$ cat src/rtl/ooo_flow_queue_driver.sv
// rtl/ooo_flow_queue_driver.sv - drives an OOO flow priority queue: enque pass-through, min service, max eviction
// Optional build macro OOO_DRIVER_TIMEOUT_EN adds a WAIT-state response watchdog driving timeout_err.
module ooo_flow_queue_driver #(
   parameter int MAX_NUM_OOO_FLOWS    = 64,
   parameter int OOO_FLOW_ID_AWIDTH   = 8,
   parameter int HEAP_PRIORITY_AWIDTH = 16,
   parameter int HEAP_SIZE_AWIDTH     = $clog2(MAX_NUM_OOO_FLOWS) + 1,
   parameter int EVICT_THRESHOLD      = MAX_NUM_OOO_FLOWS - 4,
   parameter int TIMEOUT_CYCLES       = 1024
) (
   input  logic                            clk,
   input  logic                            rst,
   input  logic                            in_insert_valid,
   input  logic [OOO_FLOW_ID_AWIDTH-1:0]   in_insert_ooo_flow_id,
   input  logic [HEAP_PRIORITY_AWIDTH-1:0] in_insert_priority,
   output logic                            in_insert_ready,
   input  logic                            in_evict_req,
   output logic                            q_enque_en,
   output logic [OOO_FLOW_ID_AWIDTH-1:0]   q_enque_ooo_flow_id,
   output logic [HEAP_PRIORITY_AWIDTH-1:0] q_enque_priority,
   input  logic                            q_enque_ready,
   output logic                            q_deque_min_en,
   input  logic                            q_deque_min_ready,
   input  logic [OOO_FLOW_ID_AWIDTH-1:0]   q_deque_min_ooo_flow_id,
   input  logic [HEAP_PRIORITY_AWIDTH-1:0] q_deque_min_priority,
   output logic                            q_deque_max_req_en,
   input  logic                            q_deque_max_req_ready,
   output logic                            q_deque_max_en,
   input  logic                            q_deque_max_ready,
   input  logic [OOO_FLOW_ID_AWIDTH-1:0]   q_deque_max_ooo_flow_id,
   input  logic [HEAP_PRIORITY_AWIDTH-1:0] q_deque_max_priority,
   input  logic [HEAP_SIZE_AWIDTH-1:0]     q_queue_size,
   output logic                            out_service_valid,
   output logic [OOO_FLOW_ID_AWIDTH-1:0]   out_service_ooo_flow_id,
   output logic [HEAP_PRIORITY_AWIDTH-1:0] out_service_priority,
   input  logic                            out_service_ready,
   output logic                            out_evict_valid,
   output logic [OOO_FLOW_ID_AWIDTH-1:0]   out_evict_ooo_flow_id,
   output logic [HEAP_PRIORITY_AWIDTH-1:0] out_evict_priority,
   input  logic                            out_evict_ready,
   output logic [31:0]                     evict_count,
   output logic [15:0]                     dropped_count,
   output logic                            timeout_err
);

   localparam logic [HEAP_SIZE_AWIDTH-1:0] THRESHOLD = HEAP_SIZE_AWIDTH'(EVICT_THRESHOLD);

   typedef enum logic [1:0] {ST_IDLE, ST_REQ, ST_WAIT, ST_HOLD} evict_state_t;

   evict_state_t state;
   logic         evict_pending;

   assign in_insert_ready     = q_enque_ready & ~rst;
   assign q_enque_en          = in_insert_valid & q_enque_ready & ~rst;
   assign q_enque_ooo_flow_id = in_insert_ooo_flow_id;
   assign q_enque_priority    = in_insert_priority;

   assign q_deque_min_en = ~rst & q_deque_min_ready & (~out_service_valid | out_service_ready);

   // A response seen outside WAIT is stale; it is drained in IDLE and never overlaps a new request.
   assign q_deque_max_req_en = ~rst & (state == ST_REQ) & ~q_deque_max_ready;
   assign q_deque_max_en     = ~rst & ((state == ST_WAIT) | ((state == ST_IDLE) & q_deque_max_ready));

   always_ff @(posedge clk) begin
      if (rst) begin
         out_service_valid       <= 1'b0;
         out_service_ooo_flow_id <= '0;
         out_service_priority    <= '0;
      end else if (q_deque_min_en) begin
         out_service_valid       <= 1'b1;
         out_service_ooo_flow_id <= q_deque_min_ooo_flow_id;
         out_service_priority    <= q_deque_min_priority;
      end else if (out_service_ready) begin
         out_service_valid <= 1'b0;
      end
   end

`ifdef OOO_DRIVER_TIMEOUT_EN
   localparam int TW = $clog2(TIMEOUT_CYCLES) + 1;
   logic [TW-1:0] wait_cnt;

   always_ff @(posedge clk) begin
      if (rst || state != ST_WAIT) begin
         wait_cnt <= '0;
      end else begin
         wait_cnt <= wait_cnt + TW'(1);
      end
   end
`else
   assign timeout_err = 1'b0;
`endif

   always_ff @(posedge clk) begin
      if (rst) begin
         state                 <= ST_IDLE;
         evict_pending         <= 1'b0;
         out_evict_valid       <= 1'b0;
         out_evict_ooo_flow_id <= '0;
         out_evict_priority    <= '0;
         evict_count           <= '0;
         dropped_count         <= '0;
`ifdef OOO_DRIVER_TIMEOUT_EN
         timeout_err           <= 1'b0;
`endif
      end else begin
         evict_pending <= evict_pending | in_evict_req;
         case (state)
            ST_IDLE: begin
               if (q_deque_max_ready) begin
                  if (dropped_count != 16'hFFFF) begin
                     dropped_count <= dropped_count + 16'd1;
                  end
               end else if (evict_pending || q_queue_size >= THRESHOLD) begin
                  state         <= ST_REQ;
                  evict_pending <= in_evict_req;
               end
            end
            ST_REQ: begin
               if (q_deque_max_req_en && q_deque_max_req_ready) begin
                  state <= ST_WAIT;
               end
            end
            ST_WAIT: begin
               if (q_deque_max_ready) begin
                  out_evict_valid       <= 1'b1;
                  out_evict_ooo_flow_id <= q_deque_max_ooo_flow_id;
                  out_evict_priority    <= q_deque_max_priority;
                  state                 <= ST_HOLD;
               end
`ifdef OOO_DRIVER_TIMEOUT_EN
               else if (wait_cnt == TW'(TIMEOUT_CYCLES - 1)) begin
                  timeout_err <= 1'b1;
                  state       <= ST_IDLE;
               end
`endif
            end
            ST_HOLD: begin
               // Returning through IDLE lets the threshold see the post-eviction queue size.
               if (out_evict_ready) begin
                  out_evict_valid <= 1'b0;
                  evict_count     <= evict_count + 32'd1;
                  state           <= ST_IDLE;
               end
            end
            default: state <= ST_IDLE;
         endcase
      end
   end

endmodule

$ cat config.mk
export PLATFORM = sky130hd
export DESIGN_NAME = ooo_flow_queue_driver
export DESIGN_NICKNAME = d
export VERILOG_FILES = /design/src/rtl/ooo_flow_queue_driver.sv
export SDC_FILE = /design/constraint.sdc
export NUM_CORES = 1
export LEC_CHECK = 0
export CORE_MARGIN = 4
export CORE_UTILIZATION = 40
export CTS_BUF_LIST = sky130_fd_sc_hd__clkbuf_8
export CTS_CLUSTER_DIAMETER = 100
export DETAILED_ROUTE_END_ITERATION = 8
export PLACE_DENSITY_LB_ADDON = 0.12
export SETUP_SLACK_MARGIN = 0.1
export SLEW_MARGIN = 40
export SYNTH_ARGS = -nofsm -noshare
export SYNTH_HDL_FRONTEND = slang
export SYNTH_SLANG_ARGS = --single-unit
$ cat constraint.sdc
create_clock -name clk -period 2.8 [get_ports clk]
set_input_delay 0.84 -clock clk [delete_from_list [all_inputs] [get_ports clk]]
set_output_delay 0.84 -clock clk [all_outputs]
set_load 0.05 [all_outputs]
# --- Yosys cells after proc, flatten, opt, wreduce, memory -nomap -nowiden ---
# Cells that the tools add are included.
totals:
  mem_bits_ro: 0
  n_memories: 0
  in_bits: 89
  mem_bits_rw: 0
  ff_bits: 101
  latchBits: 0
op_classes:
  shifts: 0
  addsub: 2
  multipliers: 0
  n_eq_ne: 9
  order_cmp: 1
  bitwise: 15
  div: 0
  n_reduce_logical: 10
  n_mux: 14
op_table:
  columns: ["operator", "n"]
  rows:
  - ["32-bit by 1-bit adder with 32-bit output, second input constant", 1]
  - ["16-bit by 1-bit adder with 16-bit output, second input constant", 1]
  - ["16-bit != test, second input constant", 1]
  - ["2-bit 2-to-1 mux", 5]
  - ["1-bit bitwise AND", 9]
  - ["2-bit one-hot mux with 4 select lines", 1]
  - ["7-bit by 6-bit >= comparator with 1-bit output, second input constant", 1]
  - ["1-bit 2-to-1 mux", 7]
  - ["2-bit != test, second input constant", 3]
  - ["3-bit AND reduction", 2]
  - ["5-bit AND reduction", 1]
  - ["2-bit equality test, second input constant", 2]
  - ["2-bit by 1-bit != test with 1-bit output, second input constant", 2]
  - ["2-bit AND reduction", 2]
  - ["2-bit nonzero test", 2]
  - ["1-bit NOT", 3]
  - ["1-bit OR", 3]
  - ["2-bit by 1-bit equality test with 1-bit output, second input constant", 1]
  - ["2-bit zero test", 1]
  - ["1-bit one-hot mux with 2 select lines", 1]
  - ["1-bit logical AND", 1]
  - ["1-bit logical OR", 1]

# --- Longest topological paths before layout ---
logic_depth:
  depth_word: 6
  depth_mapped: 7

# --- Worst setup path after synthesis ---
# No wires, ideal clock.
synth_timing:
  path_type: "input -> output"
  start: "in rst"
  end: "out q_enque_en"
  arrival_time_ns: 2.293
  path_stages: 3
  required_time_ns: 1.960
  path_slack_ns: -0.333
  n_path_buf: 1
  path_cell_list: "clkbuf_1 > nor2b_1 > and2_1"
synth_via:
  elab_chain_cells: 2
synth_lines:
  columns: ["element", "line_no", "source"]
  rows:
  - ["start: declaration", "12", "input logic rst,"]
  - ["1-bit NOT", "54", "assign q_enque_en = in_insert_valid & q_enque_ready & ~rst;"]
  - ["1-bit bitwise AND", "54", null]
  - ["end: declaration", "18", "output logic q_enque_en,"]
# Every way passes these cells.

# --- Final worst setup path ---
layout_timing:
  start: "in out_service_ready"
  end: "out q_deque_min_en"
layout_via:
  elab_chain_cells: 2
layout_lines:
  columns: ["element", "line_no", "source"]
  rows:
  - ["start: declaration", "36", "input logic out_service_ready,"]
  - ["1-bit OR", "58", "assign q_deque_min_en = ~rst & q_deque_min_ready & (~out_service_valid | out_service_ready);"]
  - ["1-bit bitwise AND", "58", null]
  - ["end: declaration", "22", "output logic q_deque_min_en,"]
# Every way passes these cells.

==> run_results.csv <==
group,metric,value,unit
worst_setup_path,cp.required,1960,ps
worst_setup_path,crit_chain,"clkdlybuf4s50_1 > nor2b_1 > nor3b_2 > buf_12",
synthesis,synth_top_area_share,0.439,
sta,worst_pin_slew,714,ps
cts,cts_hold_buffers,0,
worst_setup_path,cp_max_fo,2,
synthesis,ys_ff_latch,101,
worst_setup_path,critPathKind,"in -> out",
run_status,status,"finished, final reports clean",
global_route,grt_max_degree,57,
global_route,antenna_found_initial,0,
synthesis,synth-edff-count,0,
floorplan,start_util,0.417,
power,swShare,0.323,
power,leakage,2.22,nW
placed_design,placed_cells,827,
sta,period_needed,2640,ps
placed_design,routabilityCongestion,0.776,
power,power.share.clock,0.264,
power,ir_worst_vdd,0.275,mV
sta,post-route-period-util,0.942,
cts,cts_tree,"built",
detailed_routing,drt_iter0_drc,174,
power,pwr-share-comb,0.269,
finish,diodes,0,
finish,nets,794,
cts,cts_max_path_buffers,2,
placed_design,place_area,0.00628,sq mm
floorplan,io_pins,217,
detailed_routing,wire_per_inst,14.7,microns
worst_setup_path,path_delay_family,"buffers and inverters",
worst_setup_path,path_buf_inv,2,
placed_design,portBuffers,165,
power,pwr-share-seq,0.467,
floorplan,fp-row-count,38,
global_route,grt_pass1_vias,4243,
floorplan,die_h,115,microns
detailed_routing,antenna_left,0,
detailed_routing,routed_via_density,5.22,
synthesis,syn-mean-instance-area,8.16,sq um
synthesis,ys.warnings.count,0,
floorplan,die-area,0.0133,sq mm
worst_setup_path,slowest_delay,450,ps
sta,rsz0062_at_grt,"false",
sta,fin_ws,163,ps
finish,fillCellCount,1058,
synthesis,synth.net_count,659,
detailed_routing,first_pass_iters,4,
cts,clk_latency,370,ps
placed_design,dp_hpwl,9080,microns
synthesis,async_flop_share,0,
global_route,grt.overflow.total,0,
sta,hold_viol_final,0,
synthesis,ys_seq_area_frac,0.439,
cts,cts.clk_slew.worst_paths,90,ps
worst_setup_path,critical_path.startpoint_type,"input port",
global_route,grtUsageTotal,0.185,
finish,syn_to_final_growth,40.8,%
hold_path,hp-class,"reg -> reg",
worst_setup_path,endpoint_kind,"output port",
finish,utilization,0.587,
placed_design,place_worst_setup_slack,-15.4,ps
finish,fin_area,0.00648,sq mm
floorplan,die_w,115,microns
detailed_routing,wirelength,12400,microns
sta,fmax,379,MHz
synthesis,synthDistinctLibCells,39,
synthesis,synth.top_cells.by_area,"dfxtp_1 44%, nand2_1 7.3%, a21oi_1 6.1%, buf_4 4.2%, nand2b_1 4.2%",
worst_setup_path,critPathArrivalTime,1800,ps
synthesis,syn_inst,564,
detailed_routing,drc,0,
global_route,grt_pass1_wl,20000,microns
finish,layout-drive-gt1-share,0.0768,
cts,root_buffer,"clkbuf_8",
sta,drv_slew,0,
power,powerDensity,521,mW/mm^2
worst_setup_path,slowest_stage,"clkdlybuf4s50_1",
sta,setup_viol,0,
cts,htree_levels,3,
synthesis,synth_top_area_cell,"dfxtp_1",
run,cap_viol_max_count,0,
cts,cts.sinks,101,
synthesis,ys.flop_type,"dfxtp_1",
power,p_int,0.00229,W
synthesis,synth_area,0.00460,sq mm
sta,slew_headroom,0.520,
finish,instances_no_fill,843,
power,switchingPower,0.00109,W
floorplan,coreArea,0.0110,sq mm
detailed_routing,vias,4403,
sta,fin_skew,9.10,ps
cts,cts_buffers,9,
power groups by stage:
stage / Sequential (W) / Clock, W / Combinational [W]
detailed placement: 0.00161 / 0 / 0.000908
global route: 0.00159 / 0.000979 / 0.000977
finish: 0.00158 / 0.000891 / 0.000907
CTS: 0.00158 / 0.000925 / 0.000917
floorplan: 0.00185 / 0 / 0.000411
global placement: 0.00161 / 0 / 0.000891
cells in the mapped netlist, types with 2 or more instances:
cell / count
buf_4: 26
or2_2: 2
a31oi_1: 4
a21oi_1: 56
a31o_2: 3
xor2_1: 9
and3_1: 8
o21ai_0: 34
nor2_1: 30
or3_1: 10
nor4_1: 5
clkbuf_1: 29
nand2_1: 90
mux2_2: 6
nor3_1: 5
inv_1: 5
xnor2_1: 2
ha_1: 6
nand2b_1: 31
and2_1: 4
nor3b_1: 3
nand3_1: 16
nand4_1: 26
or4_1: 13
nor2b_1: 8
and4_1: 7
dfxtp_1: 101
o31ai_1: 14
path summary, 6_finish.rpt:
check,from,end,slack (ps),depth (start not counted)
max,out_service_ready,q_deque_min_en,160,4
min,out_evict_ooo_flow_id[3],out_evict_ooo_flow_id[3],460,2
max reg2reg,evict_count[3],evict_count[25],560,4
min reg2reg,out_evict_ooo_flow_id[3],out_evict_ooo_flow_id[3],460,2
registers in the layout (all words and copies together) (netlist names):
register,count
out_evict_priority,16
evict_pending,1
evict_count,32
out_service_valid,1
dropped_count,16
out_evict_valid,1
state,2
out_evict_ooo_flow_id,8
out_service_ooo_flow_id,8
out_service_priority,16
cell type report:
cell class,instances,area [sq um],share of cell area
clock buffer,9,124,0.0191
clock inverter,6,56.3,0.00869
inverter,5,18.8,0.00290
multi-input combinational,400,2270,0.350
sequential,101,2020,0.312
tap,140,175,0.0270
timing repair buffer,182,1810,0.280
timing repair:
action	CTS	global route
gates resized for setup	2	0
endpoints found under the setup margin	2	0
buffers inserted	1	0
tightest hold or removal path, stage by stage (launching register included):
cell and delay (ps):
dfxtp_1 320, nand2_1 50, a21oi_1 50
cells by family after synthesis:
group | Yosys count | share of synthesized area
XOR/XNOR | 11 | 0.0209
AND/OR/NAND/NOR | 261 | 0.295
AO/OA/AOI/OAI | 114 | 0.138
other | 1 | 0.000815
multiplexers | 7 | 0.0169
adder cells (fa/ha/maj) | 6 | 0.0163
buffers and inverters | 63 | 0.0732
flip-flops | 101 | 0.439
per-stage QoR:
stage          TNS (ps)  hold slack (ps)  total power [W]
2_1_floorplan     -47.5              452          0.00226
3_3_place_gp      -14.2              442          0.00250
3_5_place_dp      -15.4              448          0.00252
4_1_cts               0              461          0.00342
5_1_grt               0              480          0.00355
6_report              0              456          0.00338
routing by layer:
| metal | up-vias | global-route usage | wire length [microns] |
|---|---|---|---|
| met5 | - | 0 | 0 |
| met4 | 0 | 0.0704 | 230 |
| met3 | 23 | 0.0458 | 850 |
| met2 | 139 | 0.320 | 6020 |
| met1 | 2018 | 0.223 | 5270 |
| li1 | 2223 | - | - |
layout by cell type, fill, tap and decap left out, types with 8 or more instances in the layout:
| cell type | netlist | final |
|---|---|---|
| a21oi_1 | 56 | 56 |
| and3_1 | 8 | 8 |
| buf_4 | 26 | 19 |
| clkbuf_8 | 0 | 9 |
| clkdlybuf4s50_1 | 0 | 158 |
| dfxtp_1 | 101 | 101 |
| nand2_1 | 90 | 90 |
| nand2b_1 | 31 | 31 |
| nand3_1 | 16 | 16 |
| nand4_1 | 26 | 26 |
| nor2_1 | 30 | 29 |
| o21ai_0 | 34 | 34 |
| o31ai_1 | 14 | 14 |
| or3_1 | 10 | 10 |
| or4_1 | 13 | 13 |
| xor2_1 | 9 | 9 |
No activity file was read; power rests on OpenSTA's default activity.
